--- src/rtl/mst_rr_arbiter.sv ---
// Round-robin arbiter for the shared pcie_tlp master port: one burst per grant,
// with a ready timeout and a per-grant word cap.
module mst_rr_arbiter #(
    parameter int NREQ      = 4,
    parameter int DW        = 16,
    parameter int RDY_TMO   = 1024,
    parameter int MAX_WORDS = 256
) (
    input  logic                 pcie_clk,
    input  logic                 sys_rst,
    input  logic [NREQ-1:0]      req_i,
    input  logic [NREQ-1:0]      last_i,
    input  logic [NREQ*DW-1:0]   dat_i,
    output logic [NREQ-1:0]      gnt_o,
    output logic [NREQ-1:0]      st_o,
    output logic [NREQ-1:0]      ce_o,
    output logic                 mst_req_o,
    input  logic                 mst_rdy_i,
    input  logic                 mst_st_i,
    input  logic                 mst_ce_i,
    output logic [DW-1:0]        mst_dat_o,
    output logic [2:0]           owner_o,
    output logic                 busy_o,
    output logic                 err_tmo_o,
    output logic                 err_len_o
);

    // state | meaning
    // IDLE  | no owner; arbitrate from rr pointer on any req_i
    // REQ   | owner granted, mst_req_o high, waiting for mst_rdy_i
    // XFER  | burst running, words counted on mst_ce_i
    // GAP   | one dead cycle after a burst, pointer advances past owner
    typedef enum logic [1:0] {IDLE, REQ, XFER, GAP} state_t;

    localparam int IW = (NREQ > 1) ? $clog2(NREQ) : 1;
    localparam int TW = $clog2(RDY_TMO);
    localparam int WW = (MAX_WORDS > 1) ? $clog2(MAX_WORDS) : 1;

    state_t          state_q, state_d;
    logic [IW-1:0]   ptr_q, ptr_d;
    logic [IW-1:0]   own_q, own_d;
    logic [TW-1:0]   tmr_q, tmr_d;
    logic [WW-1:0]   wcnt_q, wcnt_d;

    logic [IW-1:0]   cand;
    logic [IW-1:0]   pick_idx;
    logic            pick_vld;
    logic [IW-1:0]   own_inc;
    logic [NREQ-1:0] own_oh;
    logic            own_req;
    logic            own_last;
    logic            gnt_act;
    logic            tmo_hit;
    logic            len_hit;

    assign own_oh   = NREQ'(1) << own_q;
    assign own_req  = |(req_i & own_oh);
    assign own_last = |(last_i & own_oh);
    assign own_inc  = (int'(own_q) == NREQ - 1) ? '0 : own_q + 1'b1;

    // Withdraw takes precedence over timeout; ready takes precedence over both.
    assign tmo_hit = (state_q == REQ) && !mst_rdy_i && own_req && (tmr_q == '0);
    assign len_hit = (state_q == XFER) && mst_ce_i && !own_last && (wcnt_q == '0);

    // Scan downward so the last hit written is the one closest to the pointer.
    always_comb begin
        cand     = '0;
        pick_vld = 1'b0;
        pick_idx = '0;
        for (int i = NREQ - 1; i >= 0; i--) begin
            cand = IW'((int'(ptr_q) + i) % NREQ);
            if (req_i[cand]) begin
                pick_vld = 1'b1;
                pick_idx = cand;
            end
        end
    end

    always_ff @(posedge pcie_clk) begin
        if (sys_rst) begin
            state_q <= IDLE;
            ptr_q   <= '0;
            own_q   <= '0;
            tmr_q   <= '0;
            wcnt_q  <= '0;
        end else begin
            state_q <= state_d;
            ptr_q   <= ptr_d;
            own_q   <= own_d;
            tmr_q   <= tmr_d;
            wcnt_q  <= wcnt_d;
        end
    end

    always_comb begin
        state_d = state_q;
        ptr_d   = ptr_q;
        own_d   = own_q;
        tmr_d   = tmr_q;
        wcnt_d  = wcnt_q;
        case (state_q)
            IDLE: begin
                if (pick_vld) begin
                    state_d = REQ;
                    own_d   = pick_idx;
                    tmr_d   = TW'(RDY_TMO - 1);
                end
            end
            REQ: begin
                if (mst_rdy_i) begin
                    state_d = XFER;
                    wcnt_d  = WW'(MAX_WORDS - 1);
                end else if (!own_req) begin
                    state_d = IDLE;
                end else if (tmo_hit) begin
                    state_d = IDLE;
                    ptr_d   = own_inc;
                end else begin
                    tmr_d = tmr_q - 1'b1;
                end
            end
            XFER: begin
                if (mst_ce_i) begin
                    if (own_last || (wcnt_q == '0)) begin
                        state_d = GAP;
                    end else begin
                        wcnt_d = wcnt_q - 1'b1;
                    end
                end
            end
            GAP: begin
                state_d = IDLE;
                ptr_d   = own_inc;
            end
            default: state_d = IDLE;
        endcase
    end

    always_comb begin
        gnt_act   = (state_q == REQ) || (state_q == XFER);
        gnt_o     = gnt_act ? own_oh : '0;
        st_o      = (gnt_act && mst_st_i) ? own_oh : '0;
        ce_o      = (gnt_act && mst_ce_i) ? own_oh : '0;
        mst_dat_o = gnt_act ? dat_i[int'(own_q)*DW +: DW] : '0;
        mst_req_o = (state_q == REQ);
        busy_o    = (state_q != IDLE);
        owner_o   = 3'(own_q);
        err_tmo_o = tmo_hit;
        err_len_o = len_hit;
    end

endmodule

--- config.mk ---
export PLATFORM = sky130hd
export DESIGN_NAME = mst_rr_arbiter
export DESIGN_NICKNAME = d
export VERILOG_FILES = /design/src/rtl/mst_rr_arbiter.sv
export SDC_FILE = /design/constraint.sdc
export NUM_CORES = 1
export LEC_CHECK = 0
export ABC_AREA = 1
export CELL_PAD_IN_SITES_DETAIL_PLACEMENT = 0
export CELL_PAD_IN_SITES_GLOBAL_PLACEMENT = 1
export CORE_ASPECT_RATIO = 1.75
export CORE_UTILIZATION = 24
export DETAILED_ROUTE_END_ITERATION = 10
export GPL_TIMING_DRIVEN = 0
export PLACE_DENSITY = 0.76
export SKIP_CTS_REPAIR_TIMING = 1
export SLEW_MARGIN = 15
export SYNTH_ARGS = -nofsm -noshare
export SYNTH_HDL_FRONTEND = slang
export SYNTH_SLANG_ARGS = --single-unit
--- constraint.sdc ---
create_clock -name pcie_clk -period 2 [get_ports pcie_clk]
set_input_delay 0.4 -clock pcie_clk [delete_from_list [all_inputs] [get_ports pcie_clk]]
set_output_delay 0.4 -clock pcie_clk [all_outputs]
set_load 0.01 [all_outputs]
=== Word-level counts from Yosys, hierarchy flattened ===
Cells that the tools add are included.

* Bits in registers: 24
* Bits of input ports: 77
* Word-level logic and storage cells: 100

* Add/sub/neg operators: 6
* Magnitude comparators: 4
* Eq/ne operators: 14
* Shift operators: 2
* Multiplexer cells: 41
* Bitwise gates (word level): 2
* Reductions and logical operators: 26

{| class="wikitable"
|+ Operators by type and width
! kind !! count
|-
| variable part select 64 x 7 -> 16 bit || 1
|-
| two-way mux 10 bit || 4
|-
| two-way mux 2 bit || 14
|-
| two-way mux 8 bit || 3
|-
| case mux 10 bit (2 select lines) || 1
|-
| two-way mux 16 bit || 1
|-
| case mux 8 bit (2 select lines) || 1
|-
| < comparator 2 x 3 -> 1 bit, second input constant || 4
|-
| two-way mux 4 bit || 3
|-
| AND reduction 4 bit || 3
|-
| logical NOT 10 bit || 1
|-
| inequality test 2 bit, second input constant || 5
|-
| subtractor 10 x 1 -> 10 bit, second input constant || 1
|-
| AND 4 bit || 2
|-
| binary-select mux 1 bit (select 2 bit) || 4
|-
| logical AND 1 bit || 8
|-
| logical NOT 8 bit || 1
|-
| two-way mux 1 bit || 8
|-
| inequality test 2 x 1 -> 1 bit, second input constant || 4
|-
| case mux 2 bit (4 select lines) || 1
|-
| nonzero test 2 bit || 4
|-
| OR reduction 4 bit || 2
|-
| subtractor 8 x 1 -> 8 bit, second input constant || 1
|-
| AND reduction 5 bit || 1
|-
| 11 further kinds || 17
|}

=== Logic depth before layout (Yosys ltp) ===
Gate-level depths: netlist (run 1).

* Word-level depth: 9
* Depth in mapped cells: 15

=== Worst setup path before layout (run 1) ===
Ideal clock, no wire load.

* Path type: register to register
* From: reg own_q[1]
* To: reg wcnt_q[3]
* Setup time: 0.071 ns
* Data arrival time: 2.065 ns
* Data required time: 1.929 ns
* Slack: -0.136 ns
* Stages on the path, launching flop included: 14
* Buffers on the path: 2
* Period minus slack after synthesis: 2.136 ns
* Path through: dfxtp_1 buf_2 clkinv_1 buf_1 ha_1 nand2_1 nand2_1 nor2_1 nand2_1 nand2_1 nand2_1 inv_1 o21ai_0 a21oi_1

* Longest elaborated chain between the ends: 6

{| class="wikitable"
|+ RTL lines
! item !! RTL line !! text
|-
| start, declared || 41 || <nowiki>logic [IW-1:0] own_q, own_d;</nowiki>
|-
| start signal, assigned || 89 || <nowiki>own_q <= own_d;</nowiki>
|-
| << shifter 1 x 2 -> 4 bit || 56 || <nowiki>assign own_oh = NREQ'(1) << own_q;</nowiki>
|-
| AND 4 bit || 58 || <nowiki>assign own_last = |(last_i & own_oh);</nowiki>
|-
| OR reduction 4 bit || 58 ||
|-
| logical OR 1 bit || 124 || <nowiki>if (own_last || (wcnt_q == '0)) begin</nowiki>
|-
| inequality test 2 bit (no line) || - ||
|-
| AND reduction 4 bit (no line) || - ||
|-
| end signal, assigned || 91 || <nowiki>wcnt_q <= wcnt_d;</nowiki>
|-
| end, declared || 43 || <nowiki>logic [WW-1:0] wcnt_q, wcnt_d;</nowiki>
|}

No other way between the ends.
A chain may end at the register's enable or synchronous reset.

=== Worst setup path in the final report (run 1) ===
* From: reg own_q[0]
* To: out err_tmo_o

* Longest elaborated chain between the ends: 5

{| class="wikitable"
|+ RTL lines
! item !! RTL line !! text
|-
| << shifter 1 x 2 -> 4 bit || 56 ||
|-
| AND 4 bit || 57 || <nowiki>assign own_req = |(req_i & own_oh);</nowiki>
|-
| OR reduction 4 bit || 57 ||
|-
| logical AND 1 bit (2 in series) || 62 || <nowiki>assign tmo_hit = (state_q == REQ) && !mst_rdy_i && own_req && (tmr_q == '0);</nowiki>
|-
| end, declared || 24 || <nowiki>output logic err_tmo_o,</nowiki>
|}

No other way between the ends.

==> results.md, run 1 <==
- The synthesized area per cell is 5.53 um2.
- The worst path uses 108% of the clock period.
- In this run the critical register-to-register path is launched from own_q[0].
- The number of inserted diodes is 0.
- Across all layers, the routed design uses 3,249 vias.
- The commonest cells after synthesis are sky130_fd_sc_hd__nor2_1, sky130_fd_sc_hd__nand2_1, sky130_fd_sc_hd__o21ai_0, sky130_fd_sc_hd__inv_1, sky130_fd_sc_hd__a21oi_1.
- The top flip-flop cell by instance count after synthesis is sky130_fd_sc_hd__dfxtp_1.
- The starting DRC count in detailed routing is 71.
- The clock root buffer master is sky130_fd_sc_hd__clkbuf_16.
- The flow ran to the end, but the final reports show violations.
- The synthesized netlist occupies a cell area of 2440 um2.
- The number of nets in the layout is 663.
- The post-route DRC violation count is 0.
- The later pin in the worst-skew pair is clocked with a latency of 0.27 ns.
- The floorplan step set the die height to 135 um.
- Summed over all instances, the cell type with the most area after synthesis is sky130_fd_sc_hd__dfxtp_1.
- The via density per instance is 4.66.
- The number of hold-slack violations in the final timing report is 0.
- The register area is 495 um2.
- TritonCTS built the clock tree.
- The first-pass GRT wire length is 13,900 um.
- The via count of the first global-routing pass was 2,942.
- The proportion of layout cells with a drive suffix above 1 is 20.5%.
- The count of boundary I/O pins is 112.
- In the final layout, the multi-input gates occupy 1840 um2.
- The clock transition at the register clock pins on the worst setup and hold paths after CTS is 0.07 ns.
- The cell count of the worst reg-to-reg path is 14.
- The worst setup skew after layout is 0.00375 ns.
- The max-capacitance violation count is 0.
- Of all flip-flops after synthesis, the portion carrying an async set or reset was 0%.
- The worst setup path is captured at a primary output.
- The initial antenna violation count is 0.
- For flop-to-flop paths, the worst setup slack is 0.01 ns.
- Dividing the detail-routed wire length by the instance count gives 13.5 um.
- The worst path in the final design needs a cycle of 2.16 ns, including I/O delays and setup.
- The clock passes through at most 2 buffers.
- The endpoint identified for the worst register-to-register timing path is tmr_q[8].
- The layout has 1,030 filler cells.
- In this run the worst hold path is classified as reg2reg.
- The H-tree depth reported by CTS is 1.
- The relative max-transition margin is 64.2%.
- The total clock buffers created by CTS is 3.
- The full die area is 10,600 um2.
- The checks that failed: setup timing.
- The endpoint arrival time on the critical path is 1.76 ns.
- The number of nets produced by synthesis is 531.
- The initial utilization of the core area, before any placement, comes to 24.8%.
- In this run, synthesis produced a sequential element count of 24.
- Setup repair after global routing could not meet its margin everywhere.
- The leading cell type by number of instances after synthesis is sky130_fd_sc_hd__nor2_1.
- The transition time at the pin with the least slew margin is 0.538 ns.
- The sequential cell area fraction in the yosys report is 19.7%.
- The timing endpoint of the critical path is err_tmo_o.
- Summed over all layers, the global routing overflow is 0.
- The die is 78.2 um wide.
- The tree built by TritonCTS fans out to 24 sinks.
- The most critical setup path has its startpoint at own_q[0].
- The number of buffers inserted by port buffering is 109.
- In this run the power density over the cells is 1380 nW/um2.
- The startpoint type of the worst setup path is a register.
- The synthesis-to-layout area growth is 69.8%.
- After detailed routing, the total wire length is 9390 um.
- The site row count is 48.
- For this design the static power due to leakage is 2.02 nW.
- The routability-driven placement congestion ratio is 0.818.
- The total area inside the core boundary comes to 9850 um2.
- The max-slew violation total from the final report is 0.
- The final antenna-violating net count is 0.
- Entering global routing, the biggest net connects 14 pins.
- The half-perimeter wire length after detailed placement is 7310 um.
- In the post-route analysis, the smallest setup slack over all paths is -0.159 ns.
- The total design power is 5.73 mW.
- Across every metal layer, demand over resource in global routing totals 16.7%.
- By area the synthesized netlist is led by sky130_fd_sc_hd__dfxtp_1, sky130_fd_sc_hd__nor2_1, sky130_fd_sc_hd__nand2_1, sky130_fd_sc_hd__o21ai_0, sky130_fd_sc_hd__a21oi_1.
- Counting every instance in the synthesized netlist gives 441.
- Based on the critical path, the design can be clocked at up to 463 MHz.
- The number of library cell types mapped by synthesis is 31.
- The first detailed-routing pass took 4 iterations.
- The share of the core filled with cells is 42.0%.
- The worst setup path category is reg2out.
- The required time at the endpoint of the critical path is 1.60 ns.
- The final-report setup violation count is 18.
- In this run the worst path has a maximum fanout of 6.
- For this run, the number of Yosys warnings is 0.
- Counting flops with a built-in enable in the synthesized netlist gives 0.
- The highest ir drop seen on vdd is 565 uV.
- The area share of the leading cell type in the synthesized netlist is 19.7%.
==> state kept, by name, indices dropped and copies added, names as in the netlist, named ones only <==
| signal | cells |
|---|---|
| own_q | 2 |
| ptr_q | 2 |
| state_q | 1 |
| tmr_q | 10 |
| wcnt_q | 8 |
==> layout make-up <==
type | instances | area share [%]
well taps | 125 | 3.78
clock buffers | 4 | 2.15
plain buffers | 18 | 4.23
flip-flops and latches | 24 | 12.0
inverters | 42 | 4.44
multi-input cells | 356 | 44.5
repair buffers | 128 | 29.0
==> kinds of logic (layout without fill, tap and decap cells) <==
kind of cell / Yosys count / in the layout / share of synthesized area, %
buffers and inverters: 61 / 192 / 10.6
AND/OR/NAND/NOR: 251 / 251 / 42.7
adder cells (fa/ha/maj): 13 / 13 / 6.67
flip-flops: 24 / 24 / 19.7
AO/OA/AOI/OAI: 86 / 86 / 18.4
XOR/XNOR: 5 / 5 / 1.80
other: 1 / 1 / 0.154
==> worst min path at each step <==
stage	startpoint	to	slack [ns]	cells after the start
2_1_floorplan	tmr_q[6]	tmr_q[6]	0.45	2
3_3_place_gp	tmr_q[6]	tmr_q[6]	0.46	2
3_5_place_dp	wcnt_q[2]	wcnt_q[2]	0.47	2
4_1_cts	wcnt_q[2]	wcnt_q[2]	0.48	2
5_1_grt	wcnt_q[2]	wcnt_q[2]	0.50	2
6_report	wcnt_q[2]	wcnt_q[2]	0.48	2
==> per-layer routing <==
metal  vias up  GRT usage (%)  part of all wire [%]
met4         0           5.76                   1.8
met2       102           35.0                    57
met3        15           2.29                   5.4
li1       1673              -                     -
met1      1459           15.7                    36
met5         -              0                     0
==> metrics by stage <==
step | cell area (um2) | TNS [ns] | instances | hold slack, ns | setup slack, ns
global placement | 3690 | -25.85 | 675 | 0.463 | -0.833
global route | 4140 | -4.00 | 697 | 0.504 | -0.266
CTS | 3780 | -37.05 | 679 | 0.484 | -1.15
floorplan | 2450 | 0 | 441 | 0.449 | 0.0175
finish | 4140 | -1.60 | 697 | 0.484 | -0.159
detailed placement | 3690 | -27.25 | 675 | 0.474 | -0.838
==> power breakdown <==
group	internal (mW)	total, mW	switching, mW
sequential	0.681	0.869	0.188
combinational	1.99	4.36	2.37
clock	0.307	0.504	0.197
==> critical path, cell delays in order (launching register included) <==
cell,delay [ns]
sky130_fd_sc_hd__dfxtp_4,0.36
sky130_fd_sc_hd__buf_8,0.14
sky130_fd_sc_hd__inv_8,0.06
sky130_fd_sc_hd__buf_12,0.11
sky130_fd_sc_hd__ha_4,0.16
sky130_fd_sc_hd__nand2_2,0.05
sky130_fd_sc_hd__nand2_1,0.06
sky130_fd_sc_hd__nor2_1,0.04
sky130_fd_sc_hd__nor2_1,0.15
sky130_fd_sc_hd__nand4_1,0.14
sky130_fd_sc_hd__inv_1,0.09
sky130_fd_sc_hd__buf_2,0.13
==> placed cells by master, fill, tap and decap left out, types with 3 or more instances in the layout <==
| master | n |
|---|---|
| sky130_fd_sc_hd__dfxtp_1 | 20 |
| sky130_fd_sc_hd__inv_4 | 3 |
| sky130_fd_sc_hd__buf_2 | 18 |
| sky130_fd_sc_hd__clkdlybuf4s50_1 | 79 |
| sky130_fd_sc_hd__ha_4 | 4 |
| sky130_fd_sc_hd__inv_1 | 33 |
| sky130_fd_sc_hd__ha_1 | 8 |
| sky130_fd_sc_hd__dlymetal6s2s_1 | 10 |
| sky130_fd_sc_hd__clkbuf_16 | 4 |
| sky130_fd_sc_hd__nand2_1 | 93 |
| sky130_fd_sc_hd__clkbuf_2 | 5 |
| sky130_fd_sc_hd__a21oi_2 | 16 |
| sky130_fd_sc_hd__nand2_2 | 11 |
| sky130_fd_sc_hd__dfxtp_4 | 4 |
| sky130_fd_sc_hd__o21ai_2 | 3 |
| sky130_fd_sc_hd__xnor2_1 | 3 |
| sky130_fd_sc_hd__buf_6 | 6 |
| sky130_fd_sc_hd__buf_8 | 3 |
| sky130_fd_sc_hd__nor2_1 | 98 |
| sky130_fd_sc_hd__o21ai_0 | 44 |
| sky130_fd_sc_hd__or2_2 | 5 |
| sky130_fd_sc_hd__inv_2 | 3 |
| sky130_fd_sc_hd__nor3_1 | 4 |
| sky130_fd_sc_hd__buf_12 | 3 |
| sky130_fd_sc_hd__a21oi_1 | 21 |
| sky130_fd_sc_hd__nand3_1 | 26 |
| sky130_fd_sc_hd__nand4_1 | 5 |
| sky130_fd_sc_hd__buf_4 | 17 |
Power figures use the tool's default switching activity.
==> run 2: changes to the inputs <==
Settings changed: GPL_ROUTABILITY_DRIVEN set to 0.
==> results of run 2 <==
Final layout, timing and power as in run 1 (identical DEF).
